===== src/rtl/minmax_pkg.sv =====
// Shared types and sizing helpers for the min/max reduction tree.
// Latency: n/a (package only).
// Backpressure: n/a.
package minmax_pkg;

   typedef enum logic {MODE_MIN = 1'b0, MODE_MAX = 1'b1} mm_mode_e;

   // Number of elements left after one pairwise reduction level: ceil(n/2).
   function automatic int level_count(input int n);
      return (n + 1) / 2;
   endfunction

   // Number of elements entering reduction level s of a tree fed with n leaves.
   function automatic int count_at(input int n, input int s);
      int c;
      c = n;
      for (int i = 0; i < s; i++) begin
         c = level_count(c);
      end
      return c;
   endfunction

endpackage


===== src/rtl/minmax_cmp2.sv =====
// Two-input min/max node: picks the extreme (value, idx) pair, lower index wins ties.
// Latency: combinational.
// Backpressure: none (pure logic).
module minmax_cmp2
   import minmax_pkg::*;
#(
   parameter int WIDTH  = 8,
   parameter int IDX_W  = 2,
   parameter int SIGNED = 0
) (
   input  logic [WIDTH-1:0] a_value,
   input  logic [IDX_W-1:0] a_idx,
   input  logic [WIDTH-1:0] b_value,
   input  logic [IDX_W-1:0] b_idx,
   input  mm_mode_e         mode,
   output logic [WIDTH-1:0] win_value,
   output logic [IDX_W-1:0] win_idx
);

   logic b_less;
   logic b_greater;
   logic pick_b;

   // Strict compare in the configured number system; equal values fall back to the index.
   always_comb begin
      b_less    = 1'b0;
      b_greater = 1'b0;
      pick_b    = 1'b0;
      if (SIGNED != 0) begin
         b_less    = ($signed(b_value) < $signed(a_value));
         b_greater = ($signed(b_value) > $signed(a_value));
      end else begin
         b_less    = (b_value < a_value);
         b_greater = (b_value > a_value);
      end
      if (b_value == a_value) begin
         pick_b = (b_idx < a_idx);
      end else if (mode == MODE_MAX) begin
         pick_b = b_greater;
      end else begin
         pick_b = b_less;
      end
      win_value = pick_b ? b_value : a_value;
      win_idx   = pick_b ? b_idx   : a_idx;
   end

endmodule


===== src/rtl/minmax_tree_pipe.sv =====
// Pipelined N_CH-way min/max reduction returning the winning value and its channel index.
// Latency: $clog2(N_CH) cycles from accept to out_valid when not stalled.
// Backpressure: global stall, every stage holds while out_valid && !out_ready; in_ready mirrors advance.
module minmax_tree_pipe
   import minmax_pkg::*;
#(
   parameter  int N_CH   = 4,
   parameter  int WIDTH  = 8,
   parameter  int SIGNED = 0,
   localparam int IDX_W  = $clog2(N_CH)
) (
   input  logic                  clk,
   input  logic                  rst_n,
   input  logic                  in_valid,
   output logic                  in_ready,
   input  logic                  in_mode,
   input  logic [N_CH*WIDTH-1:0] in_data,
   output logic                  out_valid,
   input  logic                  out_ready,
   output logic [WIDTH-1:0]      out_value,
   output logic [IDX_W-1:0]      out_idx
);

   localparam int LEVELS = $clog2(N_CH);

   logic advance;

   for (genvar s = 0; s < LEVELS; s++) begin : g_lvl
      localparam int N_IN  = count_at(N_CH, s);
      localparam int N_OUT = level_count(N_IN);

      logic [WIDTH-1:0] cur_value [N_IN];
      logic [IDX_W-1:0] cur_idx   [N_IN];
      logic             cur_valid;
      mm_mode_e         cur_mode;

      logic [WIDTH-1:0] nxt_value [N_OUT];
      logic [IDX_W-1:0] nxt_idx   [N_OUT];

      logic [WIDTH-1:0] value_q   [N_OUT];
      logic [IDX_W-1:0] idx_q     [N_OUT];
      logic             valid_q;

      // Level inputs: raw channels with their own numbers at level 0, else the previous level's registers.
      if (s == 0) begin : g_src
         for (genvar k = 0; k < N_IN; k++) begin : g_ch
            assign cur_value[k] = in_data[k*WIDTH +: WIDTH];
            assign cur_idx[k]   = IDX_W'(k);
         end
         assign cur_valid = in_valid;
         assign cur_mode  = mm_mode_e'(in_mode);
      end else begin : g_src
         for (genvar k = 0; k < N_IN; k++) begin : g_ch
            assign cur_value[k] = g_lvl[s-1].value_q[k];
            assign cur_idx[k]   = g_lvl[s-1].idx_q[k];
         end
         assign cur_valid = g_lvl[s-1].valid_q;
         assign cur_mode  = g_lvl[s-1].g_mode.mode_q;
      end

      for (genvar p = 0; p < N_IN / 2; p++) begin : g_node
         minmax_cmp2 #(
            .WIDTH  (WIDTH),
            .IDX_W  (IDX_W),
            .SIGNED (SIGNED)
         ) u_cmp (
            .a_value   (cur_value[2*p]),
            .a_idx     (cur_idx[2*p]),
            .b_value   (cur_value[2*p+1]),
            .b_idx     (cur_idx[2*p+1]),
            .mode      (cur_mode),
            .win_value (nxt_value[p]),
            .win_idx   (nxt_idx[p])
         );
      end

      // An unpaired last element rides through untouched, keeping its original channel number.
      if ((N_IN % 2) == 1) begin : g_pass
         assign nxt_value[N_OUT-1] = cur_value[N_IN-1];
         assign nxt_idx[N_OUT-1]   = cur_idx[N_IN-1];
      end

      // Level register: clears on reset, loads on advance, holds during a stall.
      always_ff @(posedge clk or negedge rst_n) begin
         if (!rst_n) begin
            valid_q <= 1'b0;
            for (int k = 0; k < N_OUT; k++) begin
               value_q[k] <= '0;
               idx_q[k]   <= '0;
            end
         end else if (advance) begin
            valid_q <= cur_valid;
            for (int k = 0; k < N_OUT; k++) begin
               value_q[k] <= nxt_value[k];
               idx_q[k]   <= nxt_idx[k];
            end
         end
      end

      // The mode bit travels with the beat; the final level has nothing left to compare so it drops it.
      if (s < LEVELS - 1) begin : g_mode
         mm_mode_e mode_q;

         // Mode register follows the same load/hold rule as the data.
         always_ff @(posedge clk or negedge rst_n) begin
            if (!rst_n) begin
               mode_q <= MODE_MIN;
            end else if (advance) begin
               mode_q <= cur_mode;
            end
         end
      end
   end

   assign out_valid = g_lvl[LEVELS-1].valid_q;
   assign out_value = g_lvl[LEVELS-1].value_q[0];
   assign out_idx   = g_lvl[LEVELS-1].idx_q[0];

   // Whole pipe moves together whenever the output slot is empty or being drained.
   assign advance  = !out_valid || out_ready;
   assign in_ready = advance;

endmodule


===== config.mk =====
export PLATFORM = sky130hd
export DESIGN_NAME = minmax_tree_pipe
export DESIGN_NICKNAME = d
export VERILOG_FILES = /design/src/rtl/minmax_pkg.sv /design/src/rtl/minmax_cmp2.sv /design/src/rtl/minmax_tree_pipe.sv
export SDC_FILE = /design/constraint.sdc
export NUM_CORES = 1
export LEC_CHECK = 0
export ABC_AREA = 1
export CAP_MARGIN = 30
export CORE_AREA = 2 2 74 76
export DETAILED_ROUTE_END_ITERATION = 12
export DIE_AREA = 0 0 76 78
export PLACE_DENSITY = 0.69
export RECOVER_POWER = 100
export SLEW_MARGIN = 20
export SYNTH_ARGS = -nofsm -noshare
export SYNTH_HDL_FRONTEND = slang
export SYNTH_SLANG_ARGS = --single-unit

===== constraint.sdc =====
create_clock -name clk -period 2 [get_ports clk]
set_clock_uncertainty 0.05 [all_clocks]
set_input_delay 0.4 -clock clk [delete_from_list [all_inputs] [get_ports clk]]
set_output_delay 0.4 -clock clk [all_outputs]
set_load 0.03 [all_outputs]

== Word level (Yosys, flattened, before mapping) ==
Index checks and enable logic that the tools add are counted.

* Output and inout bits: 12
* Bits of input ports: 37
* Register bits: 33

* Mux-type cells: 12
* Equal/unequal tests: 3
* Reductions and logical operators: 2
* Order comparisons: 7

{| class="wikitable"
|+ Operators with widths
! operator !! number
|-
| 8-bit equality test || 3
|-
| 8-bit > comparator || 3
|-
| 8-bit < comparator || 3
|-
| 8-bit two-way mux || 3
|-
| 1-bit two-way mux || 8
|-
| 2-bit < comparator || 1
|-
| 2-bit two-way mux || 1
|-
| 1-bit logical NOT || 1
|-
| 1-bit logical OR || 1
|}

== Logic depth before layout (Yosys ltp) ==
Gate-level depths: netlist of run 1.

* Word-level depth: 4
* Mapped depth: 15
* Depth with buffers taken out: 15

== Cells and area by module ==
A second synthesis of run 1 with hierarchy kept.

* Cell total of the unflattened synthesis: 382
* Area, all modules: 2676.3 um^2

{| class="wikitable"
|+ Modules (own cells, without submodules)
! module !! times used !! area each (um^2) !! seq. area each (um^2) !! cells an instance
|-
| minmax_tree_pipe || 1 || 1373.8 || 825.8 || 145
|-
| minmax_cmp2 || 3 || 434.2 || 0.0 || 79
|}

== Worst setup path before layout of run 1 ==
OpenSTA, ideal clock, no wires.

* Kind: input port to flip-flop
* Start: in in_data[17]
* End: reg g_lvl[0].value_q[0] (netlist bit)
* Data arrival time: 1515 ps
* Data required time: 1832 ps
* Stages: 12
* Path buffers: 0
* Setup time: 118 ps
* Path slack: 317 ps
* Cell sequence: inv_1 -> ha_1 -> inv_1 -> nor2_1 -> o21ai_1 -> nand2_1 -> nand2_1 -> nand3_2 -> nand3_4 -> nand2_1 -> nand3_1 -> nand2_1

* Longest elaborated chain between the ends: 4

{| class="wikitable"
|+ Ends and longest elaborated chain
! item !! RTL line !! RTL
|-
| from (decl) || minmax_tree_pipe.sv:17 || <nowiki>input logic [N_CH*WIDTH-1:0] in_data,</nowiki>
|-
| 8-bit < comparator / 8-bit > comparator (equally long branches) || minmax_cmp2.sv:33, minmax_cmp2.sv:34 ||
|-
| 1-bit two-way mux || minmax_cmp2.sv:38 || <nowiki>end else if (mode == MODE_MAX) begin</nowiki>
|-
| 1-bit two-way mux * || minmax_cmp2.sv:36 || <nowiki>if (b_value == a_value) begin</nowiki>
|-
| 8-bit two-way mux * || minmax_cmp2.sv:43 || <nowiki>win_value = pick_b ? b_value : a_value;</nowiki>
|-
| to (signal, indexed assignment) || minmax_tree_pipe.sv:94 || <nowiki>value_q[k] <= nxt_value[k];</nowiki>
|-
| to (decl) || minmax_tree_pipe.sv:40 || <nowiki>logic [WIDTH-1:0] value_q [N_OUT];</nowiki>
|}

Every way passes the cells marked *; elsewhere a longest branch is shown, timed or not.
A chain may end at the register's enable or synchronous reset.

== Worst setup path after layout of run 1 ==
* Start: in in_data[5]
* End: reg g_lvl[0].value_q[12] (netlist bit)

The elaborated chain is that of the path after synthesis.

==> results_dict.tcl, run 1 <==
set metrics [dict create \
    critical_path.endpoint_type "flop" \
    setup_violations 0 \
    cpMostUsedCell "nand2_1" \
    die_h_um 78 \
    synth_area_per_cell_sq_um 7.27 \
    p_per_area_mw_per_mm2 803 \
    place_area_sq_mm 0.00312 \
    reg2reg_depth 11 \
    synth_fp_nets 380 \
    status "complete, no violations" \
    p_leak_nw 1.96 \
    p_total_mw 2.92 \
    cts_root_buffer "clkbuf_8" \
    grt_max_degree 33 \
    synth-seq-area-share_pct 34.5 \
    antenna_found_initial 0 \
    die-area_sq_mm 0.00593 \
    final_cell_mix "nand2_1 (92), inv_1 (55), buf_4 (35)" \
    gp_congestion 0.850 \
    tightest_slew_ns 0.763 \
    hold_buffers 0 \
    final_common_cell "nand2_1" \
    grt_pass1_vias 2237 \
    clk_pin_slew_ns 0.06 \
    reg2reg_slack_ns 0.07 \
    whs_path_depth 2 \
    grt_pass1_wl_um 9470 \
    routedWlPerCell_um 12.6 \
    drc_errors 0 \
    start_util_pct 46.0 \
    final_max_slew_viol_count 0 \
    synthToLayoutAreaGrowth_pct 56.9 \
    drive_above_1_share_pct 26.0 \
    grt_usage_pct 19.1 \
    vias_per_cell 4.99 \
    finalHoldViolations 0 \
    period_share_pct 97.1 \
    cts_made_buffers 5 \
    cap_violations 0 \
    hold_path_end "out_valid" \
    syn_inst 319 \
    r2r_start "g_lvl[0].value_q[5]" \
    ios 49 \
    start_kind "input port" \
    path_cells "clkdlybuf4s50_1 > inv_1 > ha_4 > nand2_1 > nor2_4 > nand2_4 > nand3_4 > buf_6 > nand4_1 > nand3_1 > nand2_1" \
    initialDrtViolationCount 149 \
    layout_min_cycle_time_ns 1.94 \
    drt-total-wl_um 6100 \
    irDropWorstVdd_mv 0.443 \
    synth-seq-cells 32 \
    fmax_ghz 0.515 \
    crit_required_ns 2.12 \
    vias 2421 \
    cts_tree "yes" \
    htree_levels 2 \
    grt_overflow_total 0 \
    cpPeakStageDelay_ns 0.45 \
    critical-path-top-delay-family "simple AND/OR/NAND/NOR gates" \
    worstHoldStart "g_lvl[0].valid_q" \
    num_rows 26 \
    cp.arrival_ns 2.07 \
    r2r-end "out_value[3]" \
    clkLatencyLatePin_ns 0.28 \
    hold_path_class "reg -> reg" \
    clock_sinks 32 \
    syn_area_sq_mm 0.00232 \
    cp_num_buf_inv 3 \
    ys_types 22 \
    firstDrtPassIters 4 \
    port_buffers 48 \
    final_cells 485 \
    n_antenna_cell 0 \
    critPathKind "in -> reg" \
    die_x_um 76 \
    final_antenna_net_count 0 \
    cp_max_fo 5 \
    final_cell_area_sq_mm 0.00364 \
    coreArea_sq_mm 0.00504 \
    crit_slowest_cell "clkdlybuf4s50_1" \
    cts_max_path_buffers 2 \
    final_nets 475 \
    dpl.hpwl_um 4120 \
    ys_warn_count 0 \
    place_inst 465 \
    slew-limit-headroom_pct 49.1 \
    fillers 400 \
]
-- flip-flops by register name, summed over array words and instances, names as in the netlist --
name / cells
out_idx: 2
out_valid: 1
g_lvl.g_mode.mode_q: 1
out_value: 8
g_lvl.valid_q: 1
g_lvl.idx_q: 3
g_lvl.value_q: 16
-- power by group --
| part | switching [mW] | leakage, nW | internal, mW | total (mW) |
|---|---|---|---|---|
| Combinational | 0.860 | 1.54 | 0.622 | 1.48 |
| Sequential | 0.119 | 0.374 | 0.823 | 0.942 |
| Clock | 0.220 | 0.0455 | 0.280 | 0.500 |
| Total | 1.20 | 1.96 | 1.72 | 2.92 |
-- worst max path at each step --
stage,start,to,slack [ns],cells past startpoint
final,in_data[5],g_lvl[0].value_q[12],0.06,11
after detailed placement,in_data[17],g_lvl[0].value_q[0],-0.34,14
after floorplan,in_data[17],g_lvl[0].value_q[0],0.32,12
after global placement,in_data[23],g_lvl[0].value_q[0],-0.31,12
after global routing,in_data[4],g_lvl[0].value_q[10],-0.06,11
after CTS,in_data[17],g_lvl[0].value_q[6],0.01,13
-- per-layer routing --
metal / share of wire (%) / GRT usage [%] / vias up / routed length [um]
met4: 2.2 / 5.45 / 0 / 136
met1: 42 / 23.5 / 1104 / 2590
met2: 52 / 34.9 / 76 / 3140
met3: 3.8 / 2.56 / 15 / 233
met5: 0 / 0 / - / 0
li1: - / - / 1226 / -
-- synthesized netlist by cell type (all sizes together) --
library cell / count / area [sq um]
a21oi: 8 / 40.0
dfrtp: 32 / 801
o21ai: 6 / 30.0
clkbuf: 4 / 15.0
nand4: 19 / 138
ha: 24 / 300
a21o: 1 / 7.51
o21a: 2 / 15.0
or2: 1 / 6.26
nand2: 107 / 414
nand3b: 1 / 20.0
buf: 2 / 10.0
nand3: 41 / 253
nor2: 9 / 36.3
inv: 62 / 233
-- cell type report --
cell class | instances | area, sq um | share of cell area, %
Clock buffer | 8 | 90.1 | 2.48
Timing Repair Buffer | 88 | 803 | 22.1
Sequential cell | 32 | 801 | 22.0
Tap cell | 70 | 87.6 | 2.41
Multi-Input combinational cell | 225 | 1620 | 44.6
Inverter | 62 | 233 | 6.40
-- tightest hold or removal path: cells and delay by family (launching register included) --
kind	cells	cell delay, ns
buffers and inverters	1	0.04
flip-flops	1	0.32
AND/OR/NAND/NOR	1	0.05
-- cells by family (layout without fill, tap and decap cells) --
| logic type | Yosys count | in the layout | share of synthesized area, % |
|---|---|---|---|
| AO/OA/AOI/OAI | 17 | 17 | 3.99 |
| adder cells (fa/ha/maj) | 24 | 24 | 13.0 |
| buffers and inverters | 68 | 158 | 11.1 |
| flip-flops | 32 | 32 | 34.5 |
| AND/OR/NAND/NOR | 178 | 184 | 37.4 |
-- per-stage QoR --
stage / setup TNS (ns) / worst slack, ns / utilization (%) / hold WS (ns)
2_1_floorplan: 0 / 0.317 / - / 0.0544
3_3_place_gp: -4.53 / -0.305 / 61.8 / 0.384
3_5_place_dp: -5.42 / -0.339 / 61.8 / 0.388
4_1_cts: 0 / 0.0114 / 63.9 / 0.405
5_1_grt: -0.629 / -0.0567 / 72.2 / 0.454
6_report: 0 / 0.0573 / 72.2 / 0.402
-- timing repair --
| item | CTS | global route |
|---|---|---|
| pin swaps | 0 | 27 |
| setup buffers | 0 | 6 |
| setup endpoints to repair | 11 | 27 |
| gates resized for setup | 4 | 62 |
| gates cloned | 0 | 6 |
Note: power is estimated with default switching activity, not from simulation.
==> inputs of run 2 (changes only) <==
--- a/config.mk
+++ b/config.mk
@@ -10,7 +10,8 @@
 export CORE_AREA = 2 2 74 76
 export DETAILED_ROUTE_END_ITERATION = 12
 export DIE_AREA = 0 0 76 78
-export PLACE_DENSITY = 0.69
+export GPL_ROUTABILITY_DRIVEN = 0
+export PLACE_DENSITY = 0.72
 export RECOVER_POWER = 100
 export SLEW_MARGIN = 20
 export SYNTH_ARGS = -nofsm -noshare
==> constraint.sdc (replaced) <==
create_clock -name clk -period 1.7 [get_ports clk]
set_clock_uncertainty 0.05 [all_clocks]
set_input_delay 0.34 -clock clk [delete_from_list [all_inputs] [get_ports clk]]
set_output_delay 0.34 -clock clk [all_outputs]
set_load 0.03 [all_outputs]
==> run 2 against run 1 <==
- power rose by 37%
- first-iteration DRC count grew 30%
- the run now ends with negative setup slack left
- sequential power increased by 17%
- critical path type is now reg -> reg
- worst hold slack better by 0.0014 ns
- die area unchanged
==> results_dict.tcl, run 2 (synthesized netlist as in run 1, its figures left out) <==
set metrics [dict create \
    status "complete, but fails checks" \
    violations "negative setup slack" \
    top_register "g_lvl.value_q" \
    dpl.hpwl_um 4200 \
    port_buffers 48 \
    coreArea_sq_mm 0.00504 \
    grt_overflow_total 0 \
    routedWlPerCell_um 15.3 \
    grt_pass1_vias 2749 \
    grt_pass1_wl_um 12400 \
    die_h_um 78 \
    drt-total-wl_um 8190 \
    ios 49 \
    final_nets 527 \
    rsz0062_at_grt "yes" \
    reg2reg_slack_ns -0.20 \
    start_util_pct 46.0 \
    initialDrtViolationCount 194 \
    r2r-end "out_value[4]" \
    die-area_sq_mm 0.00593 \
    num_rows 26 \
    cts_tree "yes" \
    cap_violations 0 \
    final_cell_mix "buf_4 (87), nand2_1 (82), inv_1 (36)" \
    fmax_ghz 0.526 \
    slew-limit-headroom_pct 46.8 \
    synthToLayoutAreaGrowth_pct 79.6 \
    largest_reg_flops 16 \
    die_x_um 76 \
    utilization_pct 82.6 \
    irDropWorstVdd_mv 0.538 \
    cts_made_buffers 5 \
    clk_pin_slew_ns 0.06 \
    finalHoldViolations 0 \
    period_share_pct 112 \
    gr-max-usage-layer "met2" \
    worstHoldStart "g_lvl[0].valid_q" \
    firstDrtPassIters 6 \
    start_kind "flop" \
    drive_above_1_share_pct 47.4 \
    p_per_area_mw_per_mm2 959 \
    grt_max_degree 33 \
    vias 2770 \
    final_cells 536 \
    reg2reg_depth 10 \
    setup_violations 16 \
    clkLatencyLatePin_ns 0.28 \
    final_max_slew_viol_count 0 \
    n_antenna_cell 0 \
    p_leak_nw 2.22 \
    cts_root_buffer "clkbuf_8" \
    critPathKind "reg -> reg" \
    htree_levels 2 \
    antenna_found_initial 0 \
    r2r_start "g_lvl[0].value_q[7]" \
    hold_path_end "out_valid" \
    cp_max_fo 5 \
    place_inst 485 \
    cts_max_path_buffers 2 \
    grt_use_met2_pct 48.3 \
    grtUsageMet3_pct 3.95 \
    setup_slack_ns -0.200 \
    final_common_cell "buf_4" \
    layout_min_cycle_time_ns 1.90 \
    grt_usage_pct 25.7 \
    whs_path_depth 2 \
    drc_errors 0 \
    vias_per_cell 5.17 \
    critical_path.endpoint_type "flop" \
    hold_path_class "reg -> reg" \
    grt_use_met1_pct 30.3 \
    crit_required_ns 1.87 \
    cp.arrival_ns 2.07 \
    clock_sinks 32 \
    final_antenna_net_count 0 \
    tightest_slew_ns 0.798 \
]
run 2: worst max-delay path by stage:
stage / startpoint / end / slack, ns
after floorplan: g_lvl[0].value_q[7] / out_value[0] / 0.04
after global placement: in_data[23] / g_lvl[0].value_q[3] / -0.62
after detailed placement: in_data[23] / g_lvl[0].value_q[3] / -0.70
after CTS: g_lvl[0].value_q[13] / out_value[5] / -0.05
after global routing: g_lvl[0].value_q[7] / out_value[4] / -0.26
final: g_lvl[0].value_q[7] / out_value[4] / -0.20
run 2: repair_timing:
item	in CTS	in global routing
endpoints found under the setup margin	28	39
gates cloned	3	1
buffers inserted	30	10
pin swaps	52	53
gates resized for setup	97	88
hold buffers	0	0
run 2: per-stage QoR:
| step | hold slack (ns) | setup TNS (ns) | area [sq um] | total power [mW] | setup slack (ns) |
|---|---|---|---|---|---|
| floorplan | -0.00559 | 0 | 2320 | 2.03 | 0.0361 |
| global placement | 0.383 | -9.67 | 3300 | 2.77 | -0.616 |
| detailed placement | 0.391 | -11.11 | 3300 | 2.82 | -0.700 |
| CTS | 0.408 | -0.407 | 3970 | 3.72 | -0.0544 |
| global route | 0.447 | -3.50 | 4160 | 4.25 | -0.265 |
| finish | 0.403 | -1.70 | 4160 | 3.99 | -0.200 |
run 2: report_power, final:
| part | leakage (nW) | switching [mW] | internal (mW) |
|---|---|---|---|
| clock | 0.0503 | 0.270 | 0.360 |
| sequential | 0.374 | 0.136 | 0.968 |
| combinational | 1.80 | 1.30 | 0.956 |
run 2: layout make-up:
type / instances / area, sq um
inverters: 62 / 233
flip-flops and latches: 32 / 801
clock buffers: 7 / 96.3
well taps: 70 / 87.6
multi-input cells: 223 / 1830
repair buffers: 142 / 1120
fillers: 285 / 878
run 2: critical path: stages, from the launching register on:
cell and delay (ns):
dfrtp_1 0.43, ha_4 0.28, a21o_1 0.21, nor2_4 0.14, nand2_2 0.08, nand2_2 0.08, nand3_4 0.15, buf_12 0.19
nand3_2 0.05, nand3_1 0.10, nand2_1 0.08
run 2: routing by layer:
metal / vias to the layer above / wire length (um)
met3: 41 / 371
met2: 116 / 4290
li1: 1320 / -
met5: - / 0
met1: 1293 / 3200
met4: 0 / 326
==> inputs of run 3 (changes only) <==
--- a/config.mk
+++ b/config.mk
@@ -6,6 +6,7 @@
 export NUM_CORES = 1
 export LEC_CHECK = 0
 export ABC_AREA = 1
+export ABC_CLOCK_PERIOD_IN_PS = 1700
 export CAP_MARGIN = 30
 export CORE_AREA = 2 2 74 76
 export DETAILED_ROUTE_END_ITERATION = 12
==> results of run 3 <==
No change in the layout: final DEF, timing and power equal those of run 2.
